[config.mk]
export PLATFORM = sky130hd
export DESIGN_NAME = ifu_prefetch
export DESIGN_NICKNAME = d
export VERILOG_FILES = /design/src/rtl/ifu_prefetch.sv
export SDC_FILE = /design/constraint.sdc
export NUM_CORES = 1
export LEC_CHECK = 0
export BUFFER_PORTS_ARGS = -buffer_cell sky130_fd_sc_hd__buf_2
export CAP_MARGIN = 5
export CORE_MARGIN = 2
export CORE_UTILIZATION = 55
export CTS_BUF_LIST = sky130_fd_sc_hd__clkbuf_4
export DETAILED_ROUTE_END_ITERATION = 8
export PLACE_DENSITY_LB_ADDON = 0.05
export SLEW_MARGIN = 10
export SYNTH_ARGS = -nofsm -noshare
export SYNTH_HDL_FRONTEND = slang
export SYNTH_SLANG_ARGS = --single-unit
export TNS_END_PERCENT = 100
[constraint.sdc]
create_clock -name clk -period 5.28 [get_ports clk]
set_input_delay 0.264 -clock clk [delete_from_list [all_inputs] [get_ports clk]]
set_output_delay 0.264 -clock clk [all_outputs]
set_load 0.01 [all_outputs]
[src/rtl/ifu_prefetch.sv]
// ifu_prefetch: owns the fetch PC, issues in-order instruction-memory
// requests, buffers responses in a DEPTH-entry prefetch queue for decode,
// and redirects/flushes on taken branches and jumps from execute.
// Optional feature macro: IFU_MISALIGN_TRAP_EN (adds fetch_misaligned and
// stops fetch on a misaligned redirect target).
module ifu_prefetch #(
  parameter int              XLEN     = 32,
  parameter int              DEPTH    = 4,
  parameter logic [XLEN-1:0] RESET_PC = '0
) (
  input  logic            clk,
  input  logic            rst,
  output logic            imem_req_valid,
  input  logic            imem_req_ready,
  output logic [XLEN-1:0] imem_req_addr,
  input  logic            imem_rsp_valid,
  input  logic [31:0]     imem_rsp_data,
  output logic            dec_valid,
  input  logic            dec_ready,
  output logic [31:0]     dec_inst,
  output logic [XLEN-1:0] dec_pc,
  input  logic            ex_valid,
  input  logic [XLEN-1:0] ex_pc,
  input  logic            is_branch,
  input  logic            is_jmp,
  input  logic            jmp_reg,
  input  logic            eq,
  input  logic            lt,
  input  logic            ltu,
  input  logic [2:0]      fn3,
  input  logic [XLEN-1:0] alu_out,
  input  logic [XLEN-1:0] b_imm,
  input  logic [XLEN-1:0] j_imm,
  output logic            redirect
`ifdef IFU_MISALIGN_TRAP_EN
  ,
  output logic            fetch_misaligned
`endif
);

  localparam int PW = $clog2(DEPTH);
  localparam int CW = PW + 1;
  localparam int OW = CW + 1;

  // Queue bookkeeping: entries from head are first `count` filled ones,
  // followed by `inflight` allocated entries still waiting for data.
  logic [XLEN-1:0] fpc;
  logic [XLEN-1:0] q_pc   [DEPTH];
  logic [31:0]     q_inst [DEPTH];
  logic [PW-1:0]   head;
  logic [PW-1:0]   fill_ptr;
  logic [PW-1:0]   tail;
  logic [CW-1:0]   count;
  logic [CW-1:0]   inflight;
  logic [CW-1:0]   drop_cnt;
  logic [OW-1:0]   occupancy;

  logic            taken;
  logic [XLEN-1:0] raw_target;
  logic [XLEN-1:0] target;
  logic            fetch_stop;
  logic            req_fire;
  logic            rsp_fill;
  logic            rsp_drop;
  logic            pop;

  // Branch condition from funct3 and the comparator flags.
  // NOTE: every always_comb output gets a default first so no path infers a latch.
  always_comb begin
    taken = 1'b0;
    case (fn3)
      3'b000:  taken = eq;
      3'b001:  taken = ~eq;
      3'b100:  taken = lt;
      3'b101:  taken = ~lt;
      3'b110:  taken = ltu;
      3'b111:  taken = ~ltu;
      default: taken = 1'b0;
    endcase
  end

  // Redirect target; JALR clears bit 0, sums wrap modulo 2^XLEN.
  always_comb begin
    if (is_jmp && jmp_reg) raw_target = alu_out & ~XLEN'(1);
    else if (is_jmp)       raw_target = ex_pc + j_imm;
    else                   raw_target = ex_pc + b_imm;
  end

  assign redirect = ex_valid & (is_jmp | (is_branch & taken));

`ifdef IFU_MISALIGN_TRAP_EN
  assign target     = raw_target;
  assign fetch_stop = fetch_misaligned;
`else
  assign target     = raw_target & ~XLEN'(3);
  assign fetch_stop = 1'b0;
`endif

  // Unfilled entries already hold a queue slot, so they count once; pending
  // wrong-path responses still need a credit until they are discarded.
  assign occupancy      = OW'(count) + OW'(inflight) + OW'(drop_cnt);
  assign imem_req_valid = ~rst & ~redirect & ~fetch_stop & (occupancy < OW'(DEPTH));
  assign imem_req_addr  = fpc;

  assign req_fire = imem_req_valid & imem_req_ready;
  assign rsp_drop = imem_rsp_valid & (drop_cnt != '0);
  assign rsp_fill = imem_rsp_valid & (drop_cnt == '0) & ~redirect;

  assign fill_ptr = head + count[PW-1:0];
  assign tail     = fill_ptr + inflight[PW-1:0];

  assign dec_valid = (count != '0) & ~redirect;
  assign dec_inst  = q_inst[head];
  assign dec_pc    = q_pc[head];
  assign pop       = dec_valid & dec_ready;

  // Control state: fetch PC, queue occupancy, in-flight and drop tracking.
  // NOTE: sequential state uses <= so every register sees pre-edge values.
  always_ff @(posedge clk or posedge rst) begin
    if (rst) begin
      fpc      <= RESET_PC;
      head     <= '0;
      count    <= '0;
      inflight <= '0;
      drop_cnt <= '0;
`ifdef IFU_MISALIGN_TRAP_EN
      fetch_misaligned <= 1'b0;
`endif
    end else if (redirect) begin
`ifdef IFU_MISALIGN_TRAP_EN
      if (|target[1:0]) fetch_misaligned <= 1'b1;
      else              fpc              <= target;
`else
      fpc <= target;
`endif
      count    <= '0;
      inflight <= '0;
      // Everything still in flight becomes wrong-path, less the response
      // arriving right now (it is discarded with the flush).
      drop_cnt <= drop_cnt + inflight - CW'(imem_rsp_valid);
    end else begin
      if (req_fire) fpc  <= fpc + XLEN'(4);
      if (pop)      head <= head + PW'(1);
      count    <= count + CW'(rsp_fill) - CW'(pop);
      inflight <= inflight + CW'(req_fire) - CW'(rsp_fill);
      if (rsp_drop) drop_cnt <= drop_cnt - CW'(1);
    end
  end

  // Queue payload: PC written on request accept, instruction on response.
  // NOTE: payload arrays are not reset; count/inflight decide which entries are live.
  always_ff @(posedge clk) begin
    if (req_fire) q_pc[tail]       <= fpc;
    if (rsp_fill) q_inst[fill_ptr] <= imem_rsp_data;
  end

endmodule

==> Implementation_results.wiki <==
{| class="wikitable"
! Metric !! Value
|-
| Period minus WS final || slightly above 4 ns
|-
| Number of antenna violations at the first check in global routing || 1
|-
| Final period utilization || around 76%
|-
| Relative slew slack || a little under a third
|-
| Mean routed wirelength per cell || 18.8 um
|-
| First-pass DRT Iterations || 4
|-
| Register bit count reported by yosys || between 200 and 300
|-
| Total core area || about 25000 um^2
|-
| Synth top area share || a little over half
|-
| Peak Freq || 248 MHz
|-
| Cell area after placement || approximately 16000 um^2
|-
| DPL Wire Length || around 22000 um
|-
| Area grow syn2layout || 22.6%
|-
| Count of max-cap constraint violations || 0
|-
| Placed instance count || around 1500
|-
| Kind of capture point of the worst setup path || flop
|-
| First-pass GRT wire length || slightly below 50000 um
|-
| Design area || 17100 um^2
|-
| Overall die width || about 160 um
|-
| Biggest area contributors in the synthesized netlist || edfxtp_1 53%, mux4_2 10%, dfrtp_1 7.4%
|-
| Worst Path Class, Setup || reg -> reg
|-
| Critical path data required time || between 5 and 6 ns
|-
| Vertical die dimension || ~160 um
|-
| EDFF count, synth || 248
|-
| Slew Limit Fails || 0
|-
| Overall Power || ~7.6 mW
|-
| Actual transition at the worst max-transition pin || about 1.0 ns
|-
| Post-Synthesis Cells || 935
|-
| Number of clock sinks seen by CTS || approximately 290
|-
| Final setup violating endpoints || 0
|-
| Antenna viol nets, final || 0
|-
| Top cells by instance count after synthesis || 248 x edfxtp_1, 62 x mux4_2, 44 x nor2_1, 43 x ha_1, 41 x dfrtp_1
|-
| Vias in the first global route || ~9500
|-
| GR Util All Layers || a little under a quarter
|-
| Crit path launch type || flop
|-
| GPL Wtd Cong || roughly 0.86
|-
| Number of port buffers || ~270
|-
| Via-per-instance ratio || about 5.6
|-
| Starting DRT DRC Count || 503
|-
| Least setup slack across all paths after layout || 1.25 ns
|-
| Filler cells || approximately 1900
|-
| Setup TNS after final layout || 0 ns
|-
| Average size of a mapped cell || around 15 um^2
|-
| Starting density of the core || between 50% and 60%
|-
| Result of the run || completed
|-
| Worst clock skew || approximately 0.034 ns
|-
| Peak fanout along the critical path || 8
|-
| Fraction of final layout cells with drive strength greater than 1 || 37.5%
|-
| Top-level port count || roughly 270
|-
| Largest net degree at the start of global routing || 64
|-
| Class of the most critical hold timing path || in -> reg
|-
| Worst endpoint data arrival time || 4.51 ns
|-
| P per Cell Area || around 440 nW/um^2
|-
| Fraction of synthesis flops using an asynchronous set or reset pin || approximately 14%
|-
| RSZ-0062 raised after global routing || false
|-
| Num rows || just under 60
|-
| Warnings from Yosys || 0
|-
| Util after Layout || 68.3%
|-
| H-tree levels || 3
|-
| Total wirelength of the detailed-routed design || 31400 um
|-
| Total clock buffers created by CTS || 69
|-
| Most area-hungry cell type in the Yosys netlist || edfxtp_1
|-
| Main synth FF type || edfxtp_1
|-
| Vias || slightly above 9000
|-
| Maximum ir drop on the vdd rail || around 330 uV
|-
| Total overflow reported by the global router || 0
|-
| Library cell with the highest instance count after synthesis || edfxtp_1
|-
| Share of the yosys chip area belonging to registers || around three fifths
|-
| Clock tree from TritonCTS || built
|-
| Die area || roughly 27000 um^2
|-
| Summed instance area of the synthesized netlist || between 10000 and 15000 um^2
|-
| Number of hold violations in the final report || 0
|-
| Post-placement worst setup slack || about 1.3 ns
|-
| Clock root buffer master || clkbuf_4
|-
| Worst hold margin || approximately 0.063 ns
|-
| Clock Tree Buf Depth || 3
|-
| Clock-pin transition on the worst setup and hold timing paths || 0.06 ns
|-
| Clock latency at the later pin of the worst-skew pair || roughly 0.64 ns
|-
| LEAKAGE || between 6 and 7 nW
|-
| Drc violations || 0
|-
| Final net count || 1521
|-
| Distinct cell type count after synthesis || between 70 and 80
|-
| Number of non-filler instances in the completed layout || ~1700
|}
==> sequential cells by signal, indices dropped and copies added, names as in the netlist <==
register and cells:
q_inst 128, q_pc 120, imem_req_addr 30, count 3
drop_cnt 3, inflight 3, head 2
==> power by group <==
part | leakage, nW | internal, mW | switching, mW
logic | 3.48 | 1.22 | 1.39
registers | 2.71 | 2.87 | 0.274
clock network | 0.529 | 0.994 | 0.806
==> routing by layer <==
| layer | track usage (%) | vias to the layer above | wire length (um) |
|---|---|---|---|
| met5 | 0 | - | 0 |
| met4 | 7.44 | 0 | 506 |
| met3 | 5.69 | 35 | 2160 |
| met2 | 41.5 | 347 | 15900 |
| met1 | 30.0 | 4472 | 12800 |
| li1 | - | 4437 | - |
==> cell type report <==
class | count | area (um^2) | area share, %
Sequential cell | 289 | 8480 | 49.6
Antenna cell | 1 | 2.50 | 0.0146
Tap cell | 330 | 413 | 2.42
Timing Repair Buffer | 338 | 2010 | 11.8
Multi-Input combinational cell | 577 | 5210 | 30.5
Clock inverter | 19 | 158 | 0.922
Clock buffer | 97 | 728 | 4.26
Inverter | 22 | 85.1 | 0.498
==> what timing repair did <==
| item | 4_1_cts | 5_1_grt |
|---|---|---|
| hold buffers | 58 | 0 |
| buffers inserted | 0 | 0 |
| endpoints found under the hold margin | 192 | 0 |
| resized for setup | 0 | 0 |
==> cells in the final DEF, fill, tap and decap left out, types with 10 or more instances in the layout <==
master	Yosys	final
o21a_1	10	10
mux2_2	32	32
clkinv_1	0	10
edfxtp_1	248	248
xor2_1	25	25
clkbuf_4	0	97
a21oi_1	39	39
inv_1	21	21
nand4_1	17	17
nor3_1	20	17
nand3_1	26	26
mux4_2	62	62
buf_2	8	267
buf_4	4	13
dlygate4sd3_1	0	58
and3_1	21	20
o21ai_0	26	26
and2_1	10	10
a21o_1	27	27
nand2_1	37	37
nor2_1	44	41
ha_1	43	43
xnor2_1	30	30
dfrtp_1	41	39
==> worst paths after layout <==
path,to,from,slack (ns),depth (start not counted)
max,inflight[2],count[1],1.25,16
max in group asynchronous,head[1],rst,4.55,4
min,imem_req_addr[21],alu_out[21],0.06,3
max reg2reg,inflight[2],count[1],1.25,16
min reg2reg,drop_cnt[2],drop_cnt[2],0.51,1
min in group asynchronous,head[0],rst,0.32,4
==> cells by family after synthesis <==
| logic type | Yosys count | share of synthesized area (%) |
|---|---|---|
| and+or+nand+nor | 207 | 7.79 |
| DFF | 289 | 60.8 |
| other | 1 | 0.0269 |
| muxes | 100 | 13.0 |
| xor gates and xnor gates | 55 | 3.46 |
| AOI/OAI and AO/OA | 162 | 8.04 |
| adders and majority gates | 49 | 4.72 |
| buffers and inverters | 72 | 2.14 |
==> worst max-delay path, stage by stage, from the launching register on <==
cell and delay [ns]:
dfrtp_1 0.48, fa_1 0.57, nand2_1 0.06, fa_1 0.37
xor2_1 0.15, and3_1 0.23, nand2_1 0.26, nor2_4 0.27
inv_1 0.17, ha_1 0.30, inv_1 0.06, ha_1 0.14
inv_1 0.05, fa_1 0.38, xnor2_1 0.18, xnor2_1 0.15
nor2_1 0.05
No activity file was read; power rests on OpenSTA's default activity.
